--- src/rtl/uart_tx_param.sv ---
// rtl/uart_tx_param.sv - oversampled UART transmitter with a one-entry holding buffer and optional parity
module uart_tx_param #(
  parameter int DBIT    = 8,
  parameter int OS      = 16,
  parameter int SB_TICK = 16
) (
  input  logic            clk,
  input  logic            reset,
  input  logic            tx_start,
  input  logic [DBIT-1:0] din,
  input  logic [1:0]      par_mode,
  input  logic            s_tick,
  output logic            tx_ready,
  output logic            tx_busy,
  output logic            tx_done_tick,
  output logic            tx
);

  localparam int CMAX = (OS > SB_TICK) ? OS : SB_TICK;
  localparam int CW   = $clog2(CMAX);
  localparam int NW   = $clog2(DBIT);
  localparam logic [CW-1:0] OS_LAST = CW'(OS - 1);
  localparam logic [CW-1:0] SB_LAST = CW'(SB_TICK - 1);
  localparam logic [NW-1:0] N_LAST  = NW'(DBIT - 1);

  typedef enum logic [2:0] {IDLE, START, DATA, PARITY, STOP} state_t;

  state_t          state_reg, state_next;
  logic [CW-1:0]   s_reg, s_next;
  logic [NW-1:0]   n_reg, n_next;
  logic [DBIT-1:0] b_reg, b_next;
  logic            par_en_reg, par_en_next;
  logic            par_bit_reg, par_bit_next;
  logic            tx_reg, tx_next;
  logic            done_reg, done_next;
  logic [DBIT-1:0] buf_data;
  logic [1:0]      buf_mode;
  logic            buf_full;
  logic            load;
  logic            accept;

  // Load can only happen with the buffer full, so it never coincides with an accepted write.
  assign accept = tx_start & ~buf_full;

  always_ff @(posedge clk) begin
    if (reset) begin
      buf_full <= 1'b0;
      buf_data <= '0;
      buf_mode <= '0;
    end else if (accept) begin
      buf_full <= 1'b1;
      buf_data <= din;
      buf_mode <= par_mode;
    end else if (load) begin
      buf_full <= 1'b0;
    end
  end

  always_ff @(posedge clk) begin
    if (reset) begin
      state_reg   <= IDLE;
      s_reg       <= '0;
      n_reg       <= '0;
      b_reg       <= '0;
      par_en_reg  <= 1'b0;
      par_bit_reg <= 1'b0;
      tx_reg      <= 1'b1;
      done_reg    <= 1'b0;
    end else begin
      state_reg   <= state_next;
      s_reg       <= s_next;
      n_reg       <= n_next;
      b_reg       <= b_next;
      par_en_reg  <= par_en_next;
      par_bit_reg <= par_bit_next;
      tx_reg      <= tx_next;
      done_reg    <= done_next;
    end
  end

  always_comb begin
    state_next   = state_reg;
    s_next       = s_reg;
    n_next       = n_reg;
    b_next       = b_reg;
    par_en_next  = par_en_reg;
    par_bit_next = par_bit_reg;
    tx_next      = tx_reg;
    done_next    = 1'b0;
    load         = 1'b0;
    case (state_reg)
      IDLE: begin
        tx_next = 1'b1;
        if (buf_full) load = 1'b1;
      end
      START: begin
        if (s_tick) begin
          if (s_reg == OS_LAST) begin
            state_next = DATA;
            s_next     = '0;
            n_next     = '0;
            tx_next    = b_reg[0];
          end else begin
            s_next = s_reg + 1'b1;
          end
        end
      end
      DATA: begin
        if (s_tick) begin
          if (s_reg == OS_LAST) begin
            s_next = '0;
            b_next = b_reg >> 1;
            if (n_reg == N_LAST) begin
              if (par_en_reg) begin
                state_next = PARITY;
                tx_next    = par_bit_reg;
              end else begin
                state_next = STOP;
                tx_next    = 1'b1;
              end
            end else begin
              n_next  = n_reg + 1'b1;
              tx_next = b_reg[1];
            end
          end else begin
            s_next = s_reg + 1'b1;
          end
        end
      end
      PARITY: begin
        if (s_tick) begin
          if (s_reg == OS_LAST) begin
            state_next = STOP;
            s_next     = '0;
            tx_next    = 1'b1;
          end else begin
            s_next = s_reg + 1'b1;
          end
        end
      end
      STOP: begin
        if (s_tick) begin
          if (s_reg == SB_LAST) begin
            done_next = 1'b1;
            s_next    = '0;
            if (buf_full) begin
              load = 1'b1;
            end else begin
              state_next = IDLE;
              tx_next    = 1'b1;
            end
          end else begin
            s_next = s_reg + 1'b1;
          end
        end
      end
      default: state_next = IDLE;
    endcase
    // Parity is precomputed from the buffered word so the shifting data register never feeds it.
    if (load) begin
      state_next   = START;
      s_next       = '0;
      n_next       = '0;
      b_next       = buf_data;
      par_en_next  = buf_mode[0] ^ buf_mode[1];
      par_bit_next = (^buf_data) ^ (buf_mode == 2'b10);
      tx_next      = 1'b0;
    end
  end

  assign tx           = tx_reg;
  assign tx_busy      = (state_reg != IDLE);
  assign tx_done_tick = done_reg;
  assign tx_ready     = ~buf_full;

endmodule

--- config.mk ---
export PLATFORM = sky130hd
export DESIGN_NAME = uart_tx_param
export DESIGN_NICKNAME = d
export VERILOG_FILES = /design/src/rtl/uart_tx_param.sv
export SDC_FILE = /design/constraint.sdc
export NUM_CORES = 1
export LEC_CHECK = 0
export CAP_MARGIN = 20
export CORE_MARGIN = 4
export CORE_UTILIZATION = 55
export DETAILED_ROUTE_END_ITERATION = 16
export HOLD_SLACK_MARGIN = 0.05
export PLACE_DENSITY = 0.79
export SYNTH_ARGS = -nofsm -noshare
export SYNTH_HDL_FRONTEND = slang
export SYNTH_SLANG_ARGS = --single-unit
--- constraint.sdc ---
create_clock -name clk -period 2.9 [get_ports clk]
set_input_delay 0.58 -clock clk [delete_from_list [all_inputs] [get_ports clk]]
set_output_delay 0.58 -clock clk [all_outputs]
set_load 0.02 [all_outputs]
==> report_table.html, run 1 <==
<table>
<tr><th>Metric</th><th>Value</th></tr>
<tr><th colspan="2">Status</th></tr>
<tr><td>Status</td><td>finished clean</td></tr>
<tr><th colspan="2">Synthesis</th></tr>
<tr><td>Seq/Total Area, Yosys</td><td>0.415</td></tr>
<tr><td>Syn Std Cell Area</td><td>1590 sq um</td></tr>
<tr><td>Leading cell types by total area after synthesis</td><td>dfxtp_1 (41%), nand2_1 (9.0%), a21oi_1 (7.2%)</td></tr>
<tr><td>Most instantiated flip-flop cell in the synthesis netlist</td><td>dfxtp_1</td></tr>
<tr><td>Synthesized flop and latch total</td><td>33</td></tr>
<tr><td>Syn. warnings</td><td>0</td></tr>
<tr><td>EDFF count, synth</td><td>0</td></tr>
<tr><td>Yosys top cell area share</td><td>0.415</td></tr>
<tr><td>Mean cell area of the mapped netlist</td><td>about 8.3 sq um</td></tr>
<tr><td>Top post-synthesis cells by count</td><td>nand2_1 (38), dfxtp_1 (33), a21oi_1 (23)</td></tr>
<tr><td>Post-synthesis cell count</td><td>between 150 and 200</td></tr>
<tr><td>Number of distinct library cells after synthesis</td><td>39</td></tr>
<tr><td>Cell type contributing the most total cell area after synthesis</td><td>dfxtp_1</td></tr>
<tr><td>Fraction of registers with async set/reset</td><td>0</td></tr>
<tr><td>Number of nets in the synthesized netlist</td><td>211</td></tr>
<tr><td>Library cell with the highest instance count after synthesis</td><td>nand2_1</td></tr>
<tr><th colspan="2">STA</th></tr>
<tr><td>Setup Skew</td><td>between 0.009 and 0.01 ns</td></tr>
<tr><td>Count of final setup violators</td><td>0</td></tr>
<tr><td>Post-route clock period utilization</td><td>0.809</td></tr>
<tr><td>Hold violation count in the final report</td><td>0</td></tr>
<tr><td>Setup TNS</td><td>0 ns</td></tr>
<tr><td>Worst Max-Slew Pin Slew</td><td>between 0.6 and 0.7 ns</td></tr>
<tr><td>Fmax</td><td>around 430 MHz</td></tr>
<tr><td>Relative slew slack</td><td>0.533</td></tr>
<tr><td>Clock period minus final worst setup slack</td><td>approximately 2.3 ns</td></tr>
<tr><td>Max-slew violation count</td><td>0</td></tr>
<tr><td>Worst setup margin</td><td>about 0.55 ns</td></tr>
<tr><td>Unrepaired setup endpoints after global routing</td><td>no</td></tr>
<tr><th colspan="2">Setup path</th></tr>
<tr><td>Kind of start point of the critical path</td><td>flip-flop</td></tr>
<tr><td>Maximum net fanout on the critical path</td><td>13</td></tr>
<tr><td>Worst reg2reg endpoint</td><td>state_reg[1]</td></tr>
<tr><td>CP Depth</td><td>2</td></tr>
<tr><td>Reg2Reg Depth</td><td>5</td></tr>
<tr><td>First element of the critical path</td><td>state_reg[1]</td></tr>
<tr><td>Crit. End Element</td><td>primary output</td></tr>
<tr><td>Cell-by-cell trace of the critical path</td><td>or3_4 -&gt; clkdlybuf4s50_1</td></tr>
<tr><td>Kind of cell adding the most delay to the critical path</td><td>flip-flops</td></tr>
<tr><td>Slowest stage delay, CP</td><td>0.63 ns</td></tr>
<tr><td>Critical path start-end classification</td><td>reg2out</td></tr>
<tr><td>Data arrival time of the critical path</td><td>about 1.8 ns</td></tr>
<tr><td>Reg-to-reg critical path startpoint</td><td>s_reg[0]</td></tr>
<tr><td>Internal reg-to-reg setup slack</td><td>around 1.0 ns</td></tr>
<tr><td>Worst endpoint required time</td><td>between 2 and 2.5 ns</td></tr>
<tr><td>Termination of the worst setup path</td><td>tx_busy</td></tr>
<tr><td>Master of the slowest instance on the critical path</td><td>dfxtp_1</td></tr>
<tr><td>Total buffers and inverters traversed by the critical path</td><td>1</td></tr>
<tr><th colspan="2">Clock network</th></tr>
<tr><td>Total number of clock tree sinks</td><td>33</td></tr>
<tr><td>CTS clock-pin slew for the worst setup and hold paths</td><td>0.10 ns</td></tr>
<tr><td>Post-CTS Setup Repair Bufs</td><td>0</td></tr>
<tr><td>H-Tree Level Count</td><td>2</td></tr>
<tr><td>Clk Latency, worst-skew pair</td><td>around 0.34 ns</td></tr>
<tr><td>Count of hold buffers inserted by post-cts repair</td><td>0</td></tr>
<tr><td>Cell at the root of the clock tree</td><td>clkbuf_4</td></tr>
<tr><td>Worst-case clock buffer depth</td><td>2</td></tr>
<tr><td>CTS tree</td><td>built</td></tr>
<tr><td>TritonCTS Buffers</td><td>5</td></tr>
<tr><td>Number of cells upsized or downsized after cts</td><td>0</td></tr>
<tr><th colspan="2">Global routing</th></tr>
<tr><td>Global-route wire length before repair</td><td>5420 um</td></tr>
<tr><td>GR Overflow Total</td><td>0</td></tr>
<tr><td>Antenna violations before repair</td><td>0</td></tr>
<tr><td>Combined global-route utilization of all metal layers</td><td>0.200</td></tr>
<tr><td>Number of global-route vias before repair</td><td>1,332</td></tr>
<tr><td>Maximum number of pins on one net before global-route repair</td><td>20</td></tr>
<tr><th colspan="2">Power</th></tr>
<tr><td>Clock network fraction of design power</td><td>0.315</td></tr>
<tr><td>Combinational fraction of design power</td><td>0.148</td></tr>
<tr><td>Switching power</td><td>between 0.2 and 0.25 mW</td></tr>
<tr><td>Internal power</td><td>approximately 0.7 mW</td></tr>
<tr><td>Proportion of total power due to net switching</td><td>0.259</td></tr>
<tr><td>Leakage power</td><td>0.681 nW</td></tr>
<tr><td>Total power per unit cell area</td><td>510 nW/um^2</td></tr>
<tr><td>Largest voltage drop on the vdd net</td><td>0.000464 V</td></tr>
<tr><td>Sequential Power Share</td><td>0.537</td></tr>
<tr><th colspan="2">Floorplan</th></tr>
<tr><td>Standard cell core area</td><td>roughly 2800 sq um</td></tr>
<tr><td>DIE HEIGHT</td><td>slightly above 60 um</td></tr>
<tr><td>Die Outline Area</td><td>about 3800 sq um</td></tr>
<tr><td>Starting density of the core</td><td>0.578</td></tr>
<tr><td>Chip width</td><td>a little over 60 um</td></tr>
<tr><td>I/O pin total</td><td>18</td></tr>
<tr><td>Number of standard-cell rows in the floorplan</td><td>19</td></tr>
<tr><th colspan="2">Drt</th></tr>
<tr><td>Drt first-iter violations</td><td>60</td></tr>
<tr><td>Routed WL per cell</td><td>13.6 um</td></tr>
<tr><td>Total wirelength of the detailed-routed design</td><td>3270 um</td></tr>
<tr><td>Number of nets still failing antenna checks after routing</td><td>0</td></tr>
<tr><td>Detailed-route vias per instance</td><td>5.81</td></tr>
<tr><td>Remaining routing DRC violations</td><td>0</td></tr>
<tr><td>Drt pass-1 iters</td><td>4</td></tr>
<tr><td>Total via count in the routed design</td><td>approximately 1,400</td></tr>
<tr><th colspan="2">Placement</th></tr>
<tr><td>Post-placement setup slack</td><td>approximately 0.61 ns</td></tr>
<tr><td>IO buf count</td><td>17</td></tr>
<tr><td>HPWL after detailed placement</td><td>about 2400 um</td></tr>
<tr><td>Gpl congestion</td><td>between 0.8 and 0.9</td></tr>
<tr><th colspan="2">Final layout</th></tr>
<tr><td>Share of cells above drive strength 1</td><td>0.0810</td></tr>
<tr><td>Register area</td><td>661 sq um</td></tr>
<tr><td>Total area of multi-input combinational cells</td><td>~850 sq um</td></tr>
<tr><td>Area added between synthesis and finish</td><td>14.5%</td></tr>
<tr><td>Number of filler instances in the final layout</td><td>between 200 and 250</td></tr>
<tr><td>Final #Nets</td><td>227</td></tr>
<tr><td>Number of antenna repair diodes</td><td>0</td></tr>
<tr><th colspan="2">Worst hold path</th></tr>
<tr><td>Worst min-delay path category</td><td>reg2reg</td></tr>
<tr><th colspan="2">Run</th></tr>
<tr><td>Reported max-cap violation count</td><td>0</td></tr>
</table>
cell usage in the layout, fill, tap and decap left out, drive strengths merged, types with 2 or more instances in the layout:
cell / Yosys / layout
nand2: 39 / 39
dfxtp: 33 / 33
a21oi: 23 / 23
nor2: 18 / 18
clkdlybuf4s50: 0 / 17
o21ai: 8 / 8
nand3: 7 / 7
clkbuf: 3 / 7
inv: 5 / 5
a311oi: 5 / 5
xnor2: 5 / 5
nand2b: 5 / 5
ha: 4 / 4
nor3: 4 / 4
a22oi: 3 / 3
or3: 3 / 3
xor2: 2 / 2
mux2i: 2 / 2
a31oi: 2 / 2
nor2b: 2 / 2
a211oi: 2 / 2
buf: 7 / 2
power by group through the flow:
stage | clock [mW] | combinational [mW] | sequential (mW)
after floorplan | 0 | 0.100 | 0.503
after global placement | 0 | 0.132 | 0.508
after detailed placement | 0 | 0.137 | 0.509
after CTS | 0.302 | 0.138 | 0.499
after global routing | 0.321 | 0.152 | 0.502
final | 0.292 | 0.138 | 0.499
metal layers:
metal,vias to the layer above,global-route usage,routed length [um]
met4,0,0.0970,84
met3,8,0.0702,188
met2,44,0.359,1670
met5,-,0,0
li1,701,-,-
met1,648,0.205,1330
worst register-to-register path, stage by stage (launching register included):
cell	delay (ns)
dfxtp_1	0.36
ha_1	0.27
and4_1	0.33
o21ai_2	0.31
nand2b_1	0.30
nor3_1	0.25
through the flow:
| step | std cells | util | hold WS (ns) | power, mW | area, sq um |
|---|---|---|---|---|---|
| global placement | 233 | 0.636 | 0.447 | 0.640 | 1750 |
| detailed placement | 233 | 0.636 | 0.444 | 0.646 | 1750 |
| global route | 241 | 0.661 | 0.486 | 0.975 | 1820 |
| finish | 241 | 0.661 | 0.458 | 0.929 | 1820 |
| CTS | 241 | 0.661 | 0.458 | 0.939 | 1820 |
| floorplan | 193 | - | 0.427 | 0.603 | 1590 |
cell type report:
type | count | area share
Clock buffer | 7 | 0.0357
Clock inverter | 1 | 0.00275
Inverter | 5 | 0.0103
Multi-Input combinational cell | 145 | 0.466
Sequential cell | 33 | 0.362
Tap cell | 31 | 0.0213
Timing Repair Buffer | 19 | 0.102
cell families after synthesis:
kind of cell	Yosys count	synth area share
and+or+nand+nor	82	0.243
buffers and inverters	15	0.0518
xor gates and xnor gates	8	0.0526
muxes	2	0.0126
DFF	33	0.415
adders and majority gates	5	0.0377
AOI/OAI and AO/OA	48	0.188
worst min-delay path by stage:
stage,startpoint,to,cells after the start
after floorplan,par_bit_reg,par_bit_reg,2
after global placement,par_bit_reg,par_bit_reg,2
after detailed placement,par_bit_reg,par_bit_reg,2
after CTS,par_bit_reg,par_bit_reg,2
after global routing,buf_mode[0],buf_mode[0],2
final,par_bit_reg,par_bit_reg,2
Power figures use the tool's default switching activity.
==> inputs of run 2 (changes only) <==
--- a/config.mk
+++ b/config.mk
@@ -7,10 +7,10 @@
 export LEC_CHECK = 0
 export CAP_MARGIN = 20
 export CORE_MARGIN = 4
-export CORE_UTILIZATION = 55
+export CORE_UTILIZATION = 49
 export DETAILED_ROUTE_END_ITERATION = 16
 export HOLD_SLACK_MARGIN = 0.05
-export PLACE_DENSITY = 0.79
+export PLACE_DENSITY = 0.75
 export SYNTH_ARGS = -nofsm -noshare
 export SYNTH_HDL_FRONTEND = slang
 export SYNTH_SLANG_ARGS = --single-unit
==> constraint.sdc (replaced) <==
create_clock -name clk -period 1.9 [get_ports clk]
set_input_delay 0.38 -clock clk [delete_from_list [all_inputs] [get_ports clk]]
set_output_delay 0.38 -clock clk [all_outputs]
set_load 0.02 [all_outputs]
==> report_table.html, run 2 (synthesis gave the netlist of run 1 again) <==
<table>
<tr><th>Metric</th><th>Value</th></tr>
<tr><th colspan="2">Status</th></tr>
<tr><td>Status</td><td>finished clean (unchanged)</td></tr>
<tr><th colspan="2">Final layout</th></tr>
<tr><td>Share of cells above drive strength 1</td><td>0.114 (was 0.0810)</td></tr>
<tr><td>Final #Nets</td><td>236 (was 227)</td></tr>
<tr><td>Number of filler instances in the final layout</td><td>282 (was 242)</td></tr>
<tr><td>Area added between synthesis and finish</td><td>19.4% (was 14.5%)</td></tr>
<tr><td>Total area of multi-input combinational cells</td><td>850 sq um (unchanged)</td></tr>
<tr><td>Number of antenna repair diodes</td><td>0 (unchanged)</td></tr>
<tr><td>Register area</td><td>661 sq um (unchanged)</td></tr>
<tr><td>Fin area</td><td>1900 sq um (was 1820 sq um)</td></tr>
<tr><td>Most common cell after layout, fill and taps aside</td><td>nand2_1 (unchanged)</td></tr>
<tr><td>Highest-count cells in the layout ignoring fill and taps</td><td>nand2_1 (38), dfxtp_1 (33), a21oi_1 (23) (unchanged)</td></tr>
<tr><th colspan="2">Clock network</th></tr>
<tr><td>CTS clock-pin slew for the worst setup and hold paths</td><td>0.10 ns (about the same)</td></tr>
<tr><td>Count of hold buffers inserted by post-cts repair</td><td>0 (unchanged)</td></tr>
<tr><td>CTS tree</td><td>built (unchanged)</td></tr>
<tr><td>Cell at the root of the clock tree</td><td>clkbuf_4 (unchanged)</td></tr>
<tr><td>Number of cells upsized or downsized after cts</td><td>1 (was 0)</td></tr>
<tr><td>Total number of clock tree sinks</td><td>33 (unchanged)</td></tr>
<tr><td>Post-CTS Setup Repair Bufs</td><td>0 (unchanged)</td></tr>
<tr><td>Worst-case clock buffer depth</td><td>2 (unchanged)</td></tr>
<tr><td>Clk Latency, worst-skew pair</td><td>0.33 ns (was 0.34 ns)</td></tr>
<tr><td>TritonCTS Buffers</td><td>5 (unchanged)</td></tr>
<tr><td>H-Tree Level Count</td><td>2 (unchanged)</td></tr>
<tr><th colspan="2">Placement</th></tr>
<tr><td>Instance area at placement</td><td>1850 sq um (was 1750 sq um)</td></tr>
<tr><td>HPWL after detailed placement</td><td>2470 um (was 2420 um)</td></tr>
<tr><td>Gpl congestion</td><td>0.837 (was 0.819)</td></tr>
<tr><td>IO buf count</td><td>17 (unchanged)</td></tr>
<tr><th colspan="2">Floorplan</th></tr>
<tr><td>Chip width</td><td>65.0 um (was 61.8 um)</td></tr>
<tr><td>DIE HEIGHT</td><td>65.0 um (was 61.8 um)</td></tr>
<tr><td>Standard cell core area</td><td>3080 sq um (was 2760 sq um)</td></tr>
<tr><td>Number of standard-cell rows in the floorplan</td><td>20 (was 19)</td></tr>
<tr><td>I/O pin total</td><td>18 (unchanged)</td></tr>
<tr><td>Starting density of the core</td><td>0.517 (was 0.578)</td></tr>
<tr><td>Die Outline Area</td><td>4230 sq um (was 3820 sq um)</td></tr>
<tr><th colspan="2">Drt</th></tr>
<tr><td>Total wirelength of the detailed-routed design</td><td>3300 um (was 3270 um)</td></tr>
<tr><td>Drt first-iter violations</td><td>76 (was 60)</td></tr>
<tr><td>Remaining routing DRC violations</td><td>0 (unchanged)</td></tr>
<tr><td>Detailed-route vias per instance</td><td>5.40 (was 5.81)</td></tr>
<tr><td>Routed WL per cell</td><td>12.5 um (was 13.6 um)</td></tr>
<tr><td>Drt pass-1 iters</td><td>4 (unchanged)</td></tr>
<tr><td>Number of nets still failing antenna checks after routing</td><td>0 (unchanged)</td></tr>
<tr><td>Total via count in the routed design</td><td>1,420 (was 1,401)</td></tr>
<tr><th colspan="2">STA</th></tr>
<tr><td>Worst Max-Slew Pin Slew</td><td>0.343 ns (was 0.698 ns)</td></tr>
<tr><td>Setup TNS</td><td>0 ns (unchanged)</td></tr>
<tr><td>Setup Skew</td><td>0.00558 ns (was 0.00974 ns)</td></tr>
<tr><td>Relative slew slack</td><td>0.771 (was 0.533)</td></tr>
<tr><td>Hold violation count in the final report</td><td>0 (unchanged)</td></tr>
<tr><td>Count of final setup violators</td><td>0 (unchanged)</td></tr>
<tr><td>Clock period minus final worst setup slack</td><td>1.75 ns</td></tr>
<tr><td>Post-route clock period utilization</td><td>0.922</td></tr>
<tr><td>Fmax</td><td>between 500 and 600 MHz</td></tr>
<tr><td>Max-slew violation count</td><td>0 (unchanged)</td></tr>
<tr><td>Unrepaired setup endpoints after global routing</td><td>no (unchanged)</td></tr>
<tr><th colspan="2">Power</th></tr>
<tr><td>Leakage power</td><td>0.730 nW (was 0.681 nW)</td></tr>
<tr><td>Combinational fraction of design power</td><td>0.166 (was 0.148)</td></tr>
<tr><td>Switching power</td><td>0.368 mW (was 0.241 mW)</td></tr>
<tr><td>Internal power</td><td>0.988 mW (was 0.688 mW)</td></tr>
<tr><td>Proportion of total power due to net switching</td><td>0.271 (was 0.259)</td></tr>
<tr><td>Total power per unit cell area</td><td>713 nW/um^2 (was 510 nW/um^2)</td></tr>
<tr><td>Sequential Power Share</td><td>0.559 (was 0.537)</td></tr>
<tr><td>Clock network fraction of design power</td><td>0.275 (was 0.315)</td></tr>
<tr><td>Largest voltage drop on the vdd net</td><td>0.000408 V (was 0.000464 V)</td></tr>
<tr><td>Sum of internal, switching and leakage power</td><td>1.36 mW (was 0.929 mW)</td></tr>
<tr><th colspan="2">Setup path</th></tr>
<tr><td>Crit. End Element</td><td>flip-flop (was primary output)</td></tr>
<tr><td>Maximum net fanout on the critical path</td><td>15 (was 13)</td></tr>
<tr><td>Data arrival time of the critical path</td><td>1.99 ns (was 1.77 ns)</td></tr>
<tr><td>Worst endpoint required time</td><td>2.14 ns (was 2.32 ns)</td></tr>
<tr><td>Reg2Reg Depth</td><td>6 (was 5)</td></tr>
<tr><td>Reg-to-reg critical path startpoint</td><td>s_reg[0] (unchanged)</td></tr>
<tr><td>Worst reg2reg endpoint</td><td>b_reg[4] (was state_reg[1])</td></tr>
<tr><td>Critical path start-end classification</td><td>reg2reg (was reg2out)</td></tr>
<tr><td>Internal reg-to-reg setup slack</td><td>0.15 ns (was 1.01 ns)</td></tr>
<tr><td>First element of the critical path</td><td>s_reg[0] (was state_reg[1])</td></tr>
<tr><td>Kind of start point of the critical path</td><td>flip-flop (unchanged)</td></tr>
<tr><th colspan="2">Global routing</th></tr>
<tr><td>Number of global-route vias before repair</td><td>1,248 (was 1,332)</td></tr>
<tr><td>Global-route wire length before repair</td><td>5410 um (was 5420 um)</td></tr>
<tr><td>Combined global-route utilization of all metal layers</td><td>0.166 (was 0.200)</td></tr>
<tr><td>Maximum number of pins on one net before global-route repair</td><td>21 (was 20)</td></tr>
<tr><td>Antenna violations before repair</td><td>0 (unchanged)</td></tr>
<tr><td>GR Overflow Total</td><td>0 (unchanged)</td></tr>
<tr><th colspan="2">Worst hold path</th></tr>
<tr><td>Worst Hold End</td><td>buf_mode[0] (was par_bit_reg)</td></tr>
<tr><td>Origin of the worst min-delay path</td><td>buf_mode[0] (was par_bit_reg)</td></tr>
<tr><td>Number of cells on the worst hold path</td><td>2 (unchanged)</td></tr>
<tr><td>Worst min-delay path category</td><td>reg2reg (unchanged)</td></tr>
<tr><th colspan="2">Run</th></tr>
<tr><td>Reported max-cap violation count</td><td>0 (unchanged)</td></tr>
</table>
-- run 2: cell types whose count changed in the layout (fill, tap and decap cells not counted), sizes merged --
cell / previous run / this run
clkbuf: 7 / 6
dlymetal6s2s: 0 / 1
dlygate4sd2: 0 / 1
clkinv: 1 / 2
clkdlybuf4s50: 17 / 15
buf: 2 / 11
-- run 2: how the worst max path moves through the flow --
| stage | cells past startpoint | slack [ns] | to |
|---|---|---|---|
| final | 6 | 0.15 | b_reg[4] |
| after detailed placement | 5 | -0.05 | n_reg[0] |
| after CTS | 2 | 0.05 | tx_ready |
| after global placement | 6 | 0.04 | b_reg[4] |
| after global routing | 6 | 0.04 | b_reg[4] |
| after floorplan | 7 | 0.32 | b_reg[7] |
-- run 2: critical path: stages (launching register included) --
cell and delay (ns):
dfxtp_1 0.36, ha_1 0.27, and4_1 0.33, o21ai_2 0.17
buf_4 0.21, nor2_1 0.06, a311oi_1 0.25
-- run 2: cell type report --
| type | instances | share of cell area |
|---|---|---|
| multi-input cells | 145 | 0.447 |
| flip-flops and latches | 33 | 0.347 |
| clock buffers | 6 | 0.0217 |
| repair buffers | 28 | 0.140 |
| well taps | 44 | 0.0289 |
| inverters | 5 | 0.00987 |
| clock inverters | 2 | 0.00526 |
-- run 2: routing by layer --
metal | track usage | share of wire
met5 | 0 | 0
met2 | 0.291 | 0.50
met1 | 0.184 | 0.41
met3 | 0.0589 | 0.057
met4 | 0.0622 | 0.024
-- run 2: power by group through the flow --
stage / clock network (mW) / registers [mW] / logic, mW
detailed placement: 0 / 0.773 / 0.228
global placement: 0 / 0.772 / 0.221
finish: 0.373 / 0.758 / 0.225
floorplan: 0 / 0.767 / 0.153
CTS: 0.381 / 0.758 / 0.227
global route: 0.419 / 0.762 / 0.249
-- run 2: through the flow --
stage | instances | setup WS, ns | util | hold WS, ns
finish | 263 | 0.149 | 0.618 | 0.460
global placement | 255 | 0.0389 | 0.601 | 0.447
global route | 263 | 0.0356 | 0.618 | 0.480
floorplan | 193 | 0.321 | - | 0.427
detailed placement | 255 | -0.0509 | 0.601 | 0.447
CTS | 263 | 0.0534 | 0.617 | 0.461
==> inputs of run 3 (changes only) <==
--- a/config.mk
+++ b/config.mk
@@ -8,9 +8,11 @@
 export CAP_MARGIN = 20
 export CORE_MARGIN = 4
 export CORE_UTILIZATION = 49
+export CTS_BUF_LIST = sky130_fd_sc_hd__clkbuf_16
 export DETAILED_ROUTE_END_ITERATION = 16
 export HOLD_SLACK_MARGIN = 0.05
 export PLACE_DENSITY = 0.75
+export SKIP_CTS_REPAIR_TIMING = 1
 export SYNTH_ARGS = -nofsm -noshare
 export SYNTH_HDL_FRONTEND = slang
 export SYNTH_SLANG_ARGS = --single-unit
==> report_table.html, run 3 (synthesis gave the netlist of run 1 again) <==
<table>
<tr><th>Metric</th><th>Value</th></tr>
<tr><th colspan="2">Final layout</th></tr>
<tr><td>Area added between synthesis and finish</td><td>25.0% (was 19.4%)</td></tr>
<tr><td>Share of cells above drive strength 1</td><td>0.114 (unchanged)</td></tr>
<tr><td>Number of antenna repair diodes</td><td>0 (unchanged)</td></tr>
<tr><td>Fin area</td><td>1990 sq um (was 1900 sq um)</td></tr>
<tr><td>Post-layout utilization of the core</td><td>0.647 (was 0.618)</td></tr>
<tr><td>Highest-count cells in the layout ignoring fill and taps</td><td>nand2_1 (38), dfxtp_1 (33), a21oi_1 (23) (unchanged)</td></tr>
<tr><td>Most common cell after layout, fill and taps aside</td><td>nand2_1 (unchanged)</td></tr>
<tr><td>Number of filler instances in the final layout</td><td>271 (was 282)</td></tr>
<tr><td>Final #Nets</td><td>236 (unchanged)</td></tr>
<tr><td>Final std cells w/o fill</td><td>263 (unchanged)</td></tr>
<tr><th colspan="2">Placement</th></tr>
<tr><td>Post-placement setup slack</td><td>-0.0509 ns (unchanged)</td></tr>
<tr><td>Placed Cells</td><td>255 (unchanged)</td></tr>
<tr><td>HPWL after detailed placement</td><td>2470 um (unchanged)</td></tr>
<tr><td>IO buf count</td><td>17 (unchanged)</td></tr>
<tr><td>Instance area at placement</td><td>1850 sq um (unchanged)</td></tr>
<tr><td>Gpl congestion</td><td>0.837 (unchanged)</td></tr>
<tr><th colspan="2">Setup path</th></tr>
<tr><td>Data arrival time of the critical path</td><td>1.95 ns (was 1.99 ns)</td></tr>
<tr><td>Total buffers and inverters traversed by the critical path</td><td>1 (unchanged)</td></tr>
<tr><td>Critical path start-end classification</td><td>reg2reg (unchanged)</td></tr>
<tr><td>Cell-by-cell trace of the critical path</td><td>ha_1 -&gt; and4_1 -&gt; o21ai_2 -&gt; buf_4 -&gt; nor2_1 -&gt; a311oi_1 (unchanged)</td></tr>
<tr><td>Crit. End Element</td><td>flip-flop (unchanged)</td></tr>
<tr><td>Maximum net fanout on the critical path</td><td>15 (unchanged)</td></tr>
<tr><td>Kind of cell adding the most delay to the critical path</td><td>compound AO/OA/AOI/OAI gates (unchanged)</td></tr>
<tr><td>Internal reg-to-reg setup slack</td><td>0.13 ns (was 0.15 ns)</td></tr>
<tr><td>Master of the slowest instance on the critical path</td><td>dfxtp_1 (unchanged)</td></tr>
<tr><td>Kind of start point of the critical path</td><td>flip-flop (unchanged)</td></tr>
<tr><td>Worst endpoint required time</td><td>2.08 ns (was 2.14 ns)</td></tr>
<tr><td>Slowest stage delay, CP</td><td>0.34 ns (was 0.36 ns)</td></tr>
<tr><th colspan="2">STA</th></tr>
<tr><td>Worst Max-Slew Pin Slew</td><td>0.351 ns (was 0.343 ns)</td></tr>
<tr><td>Hold Slack</td><td>0.453 ns (was 0.460 ns)</td></tr>
<tr><td>Relative slew slack</td><td>0.766 (was 0.771)</td></tr>
<tr><td>Setup TNS</td><td>0 ns (unchanged)</td></tr>
<tr><td>Post-route clock period utilization</td><td>0.933 (was 0.922)</td></tr>
<tr><td>Count of final setup violators</td><td>0 (unchanged)</td></tr>
<tr><td>Setup Skew</td><td>0.00393 ns (was 0.00558 ns)</td></tr>
<tr><td>Hold violation count in the final report</td><td>0 (unchanged)</td></tr>
<tr><td>Clock period minus final worst setup slack</td><td>1.77 ns (was 1.75 ns)</td></tr>
<tr><td>Unrepaired setup endpoints after global routing</td><td>no (unchanged)</td></tr>
<tr><td>Worst setup margin</td><td>0.127 ns (was 0.149 ns)</td></tr>
<tr><td>Fmax</td><td>564 MHz (was 571 MHz)</td></tr>
<tr><td>Max-slew violation count</td><td>0 (unchanged)</td></tr>
<tr><th colspan="2">Worst hold path</th></tr>
<tr><td>Worst min-delay path category</td><td>reg2reg (unchanged)</td></tr>
<tr><th colspan="2">Floorplan</th></tr>
<tr><td>I/O pin total</td><td>18 (unchanged)</td></tr>
<tr><td>Starting density of the core</td><td>0.517 (unchanged)</td></tr>
<tr><td>Die Outline Area</td><td>4230 sq um (unchanged)</td></tr>
<tr><td>Standard cell core area</td><td>3080 sq um (unchanged)</td></tr>
<tr><td>Number of standard-cell rows in the floorplan</td><td>20 (unchanged)</td></tr>
<tr><td>DIE HEIGHT</td><td>65.0 um (unchanged)</td></tr>
<tr><td>Chip width</td><td>65.0 um (unchanged)</td></tr>
<tr><th colspan="2">Global routing</th></tr>
<tr><td>GR Overflow Total</td><td>0 (unchanged)</td></tr>
<tr><td>Global-route wire length before repair</td><td>5680 um (was 5410 um)</td></tr>
<tr><td>Antenna violations before repair</td><td>0 (unchanged)</td></tr>
<tr><td>Combined global-route utilization of all metal layers</td><td>0.176 (was 0.166)</td></tr>
<tr><td>Number of global-route vias before repair</td><td>1,286 (was 1,248)</td></tr>
<tr><td>Maximum number of pins on one net before global-route repair</td><td>21 (unchanged)</td></tr>
<tr><th colspan="2">Drt</th></tr>
<tr><td>Total wirelength of the detailed-routed design</td><td>3400 um (was 3300 um)</td></tr>
<tr><td>Drt first-iter violations</td><td>69 (was 76)</td></tr>
<tr><td>Total via count in the routed design</td><td>1,405 (was 1,420)</td></tr>
<tr><td>Remaining routing DRC violations</td><td>0 (unchanged)</td></tr>
<tr><td>Detailed-route vias per instance</td><td>5.34 (was 5.40)</td></tr>
<tr><td>Drt pass-1 iters</td><td>4 (unchanged)</td></tr>
<tr><td>Number of nets still failing antenna checks after routing</td><td>0 (unchanged)</td></tr>
<tr><td>Routed WL per cell</td><td>12.9 um (was 12.5 um)</td></tr>
<tr><th colspan="2">Clock network</th></tr>
<tr><td>CTS clock-pin slew for the worst setup and hold paths</td><td>0.05 ns (was 0.10 ns)</td></tr>
<tr><td>Total number of clock tree sinks</td><td>33 (unchanged)</td></tr>
<tr><td>H-Tree Level Count</td><td>2 (unchanged)</td></tr>
<tr><td>TritonCTS Buffers</td><td>5 (unchanged)</td></tr>
<tr><td>Cell at the root of the clock tree</td><td>clkbuf_16 (was clkbuf_4)</td></tr>
<tr><td>Worst-case clock buffer depth</td><td>2 (unchanged)</td></tr>
<tr><td>Clk Latency, worst-skew pair</td><td>0.27 ns (was 0.33 ns)</td></tr>
<tr><td>CTS tree</td><td>built (unchanged)</td></tr>
<tr><th colspan="2">Status</th></tr>
<tr><td>Status</td><td>finished clean (unchanged)</td></tr>
<tr><th colspan="2">Run</th></tr>
<tr><td>Reported max-cap violation count</td><td>0 (unchanged)</td></tr>
<tr><th colspan="2">Power</th></tr>
<tr><td>Total power per unit cell area</td><td>871 nW/um^2 (was 713 nW/um^2)</td></tr>
<tr><td>Sum of internal, switching and leakage power</td><td>1.73 mW (was 1.36 mW)</td></tr>
<tr><td>Largest voltage drop on the vdd net</td><td>0.000628 V (was 0.000408 V)</td></tr>
<tr><td>Leakage power</td><td>0.781 nW (was 0.730 nW)</td></tr>
</table>
==> run 3: changes by cell type in the layout (fill, tap and decap cells not counted) <==
cell	before	now
dlygate4sd2_1	1	0
clkbuf_4	5	0
inv_1	5	6
clkbuf_16	0	5
clkbuf_1	1	0
clkdlybuf4s50_1	15	16
==> run 3: path summary, 6_finish.rpt <==
path | from | to | cells past startpoint
worst max-delay path | s_reg[0] | b_reg[4] | 6
worst min-delay path | buf_mode[0] | buf_mode[0] | 2
worst max register to register | s_reg[0] | b_reg[4] | 6
worst min register to register | buf_mode[0] | buf_mode[0] | 2
==> run 3: worst min-delay path, cell delays in order, from the launching register on <==
cell	delay, ns
dfxtp_1	0.30
nand2_1	0.05
a21oi_1	0.05
==> run 3: cell type report <==
cell class                 count  area, sq um  area share
clock buffer                   5          125      0.0629
timing repair buffer          28          268       0.135
inverter                       5         18.8     0.00943
multi-input combinational    145          850       0.427
tap                           44         55.1      0.0277
sequential                    33          661       0.332
clock inverter                 3         13.8     0.00691
==> run 3: power breakdown <==
group / total, mW / switching [mW] / internal, mW / leakage, nW
clock: 0.747 / 0.273 / 0.474 / 0.0748
sequential: 0.760 / 0.0293 / 0.731 / 0.269
combinational: 0.228 / 0.107 / 0.120 / 0.437
total: 1.73 / 0.409 / 1.33 / 0.781
==> run 3: routing by layer <==
metal | GRT usage | up-vias | routed length, um
li1 | - | 717 | -
met1 | 0.193 | 644 | 1430
met2 | 0.310 | 34 | 1730
met3 | 0.0520 | 10 | 164
met4 | 0.0777 | 0 | 79
met5 | 0 | - | 0
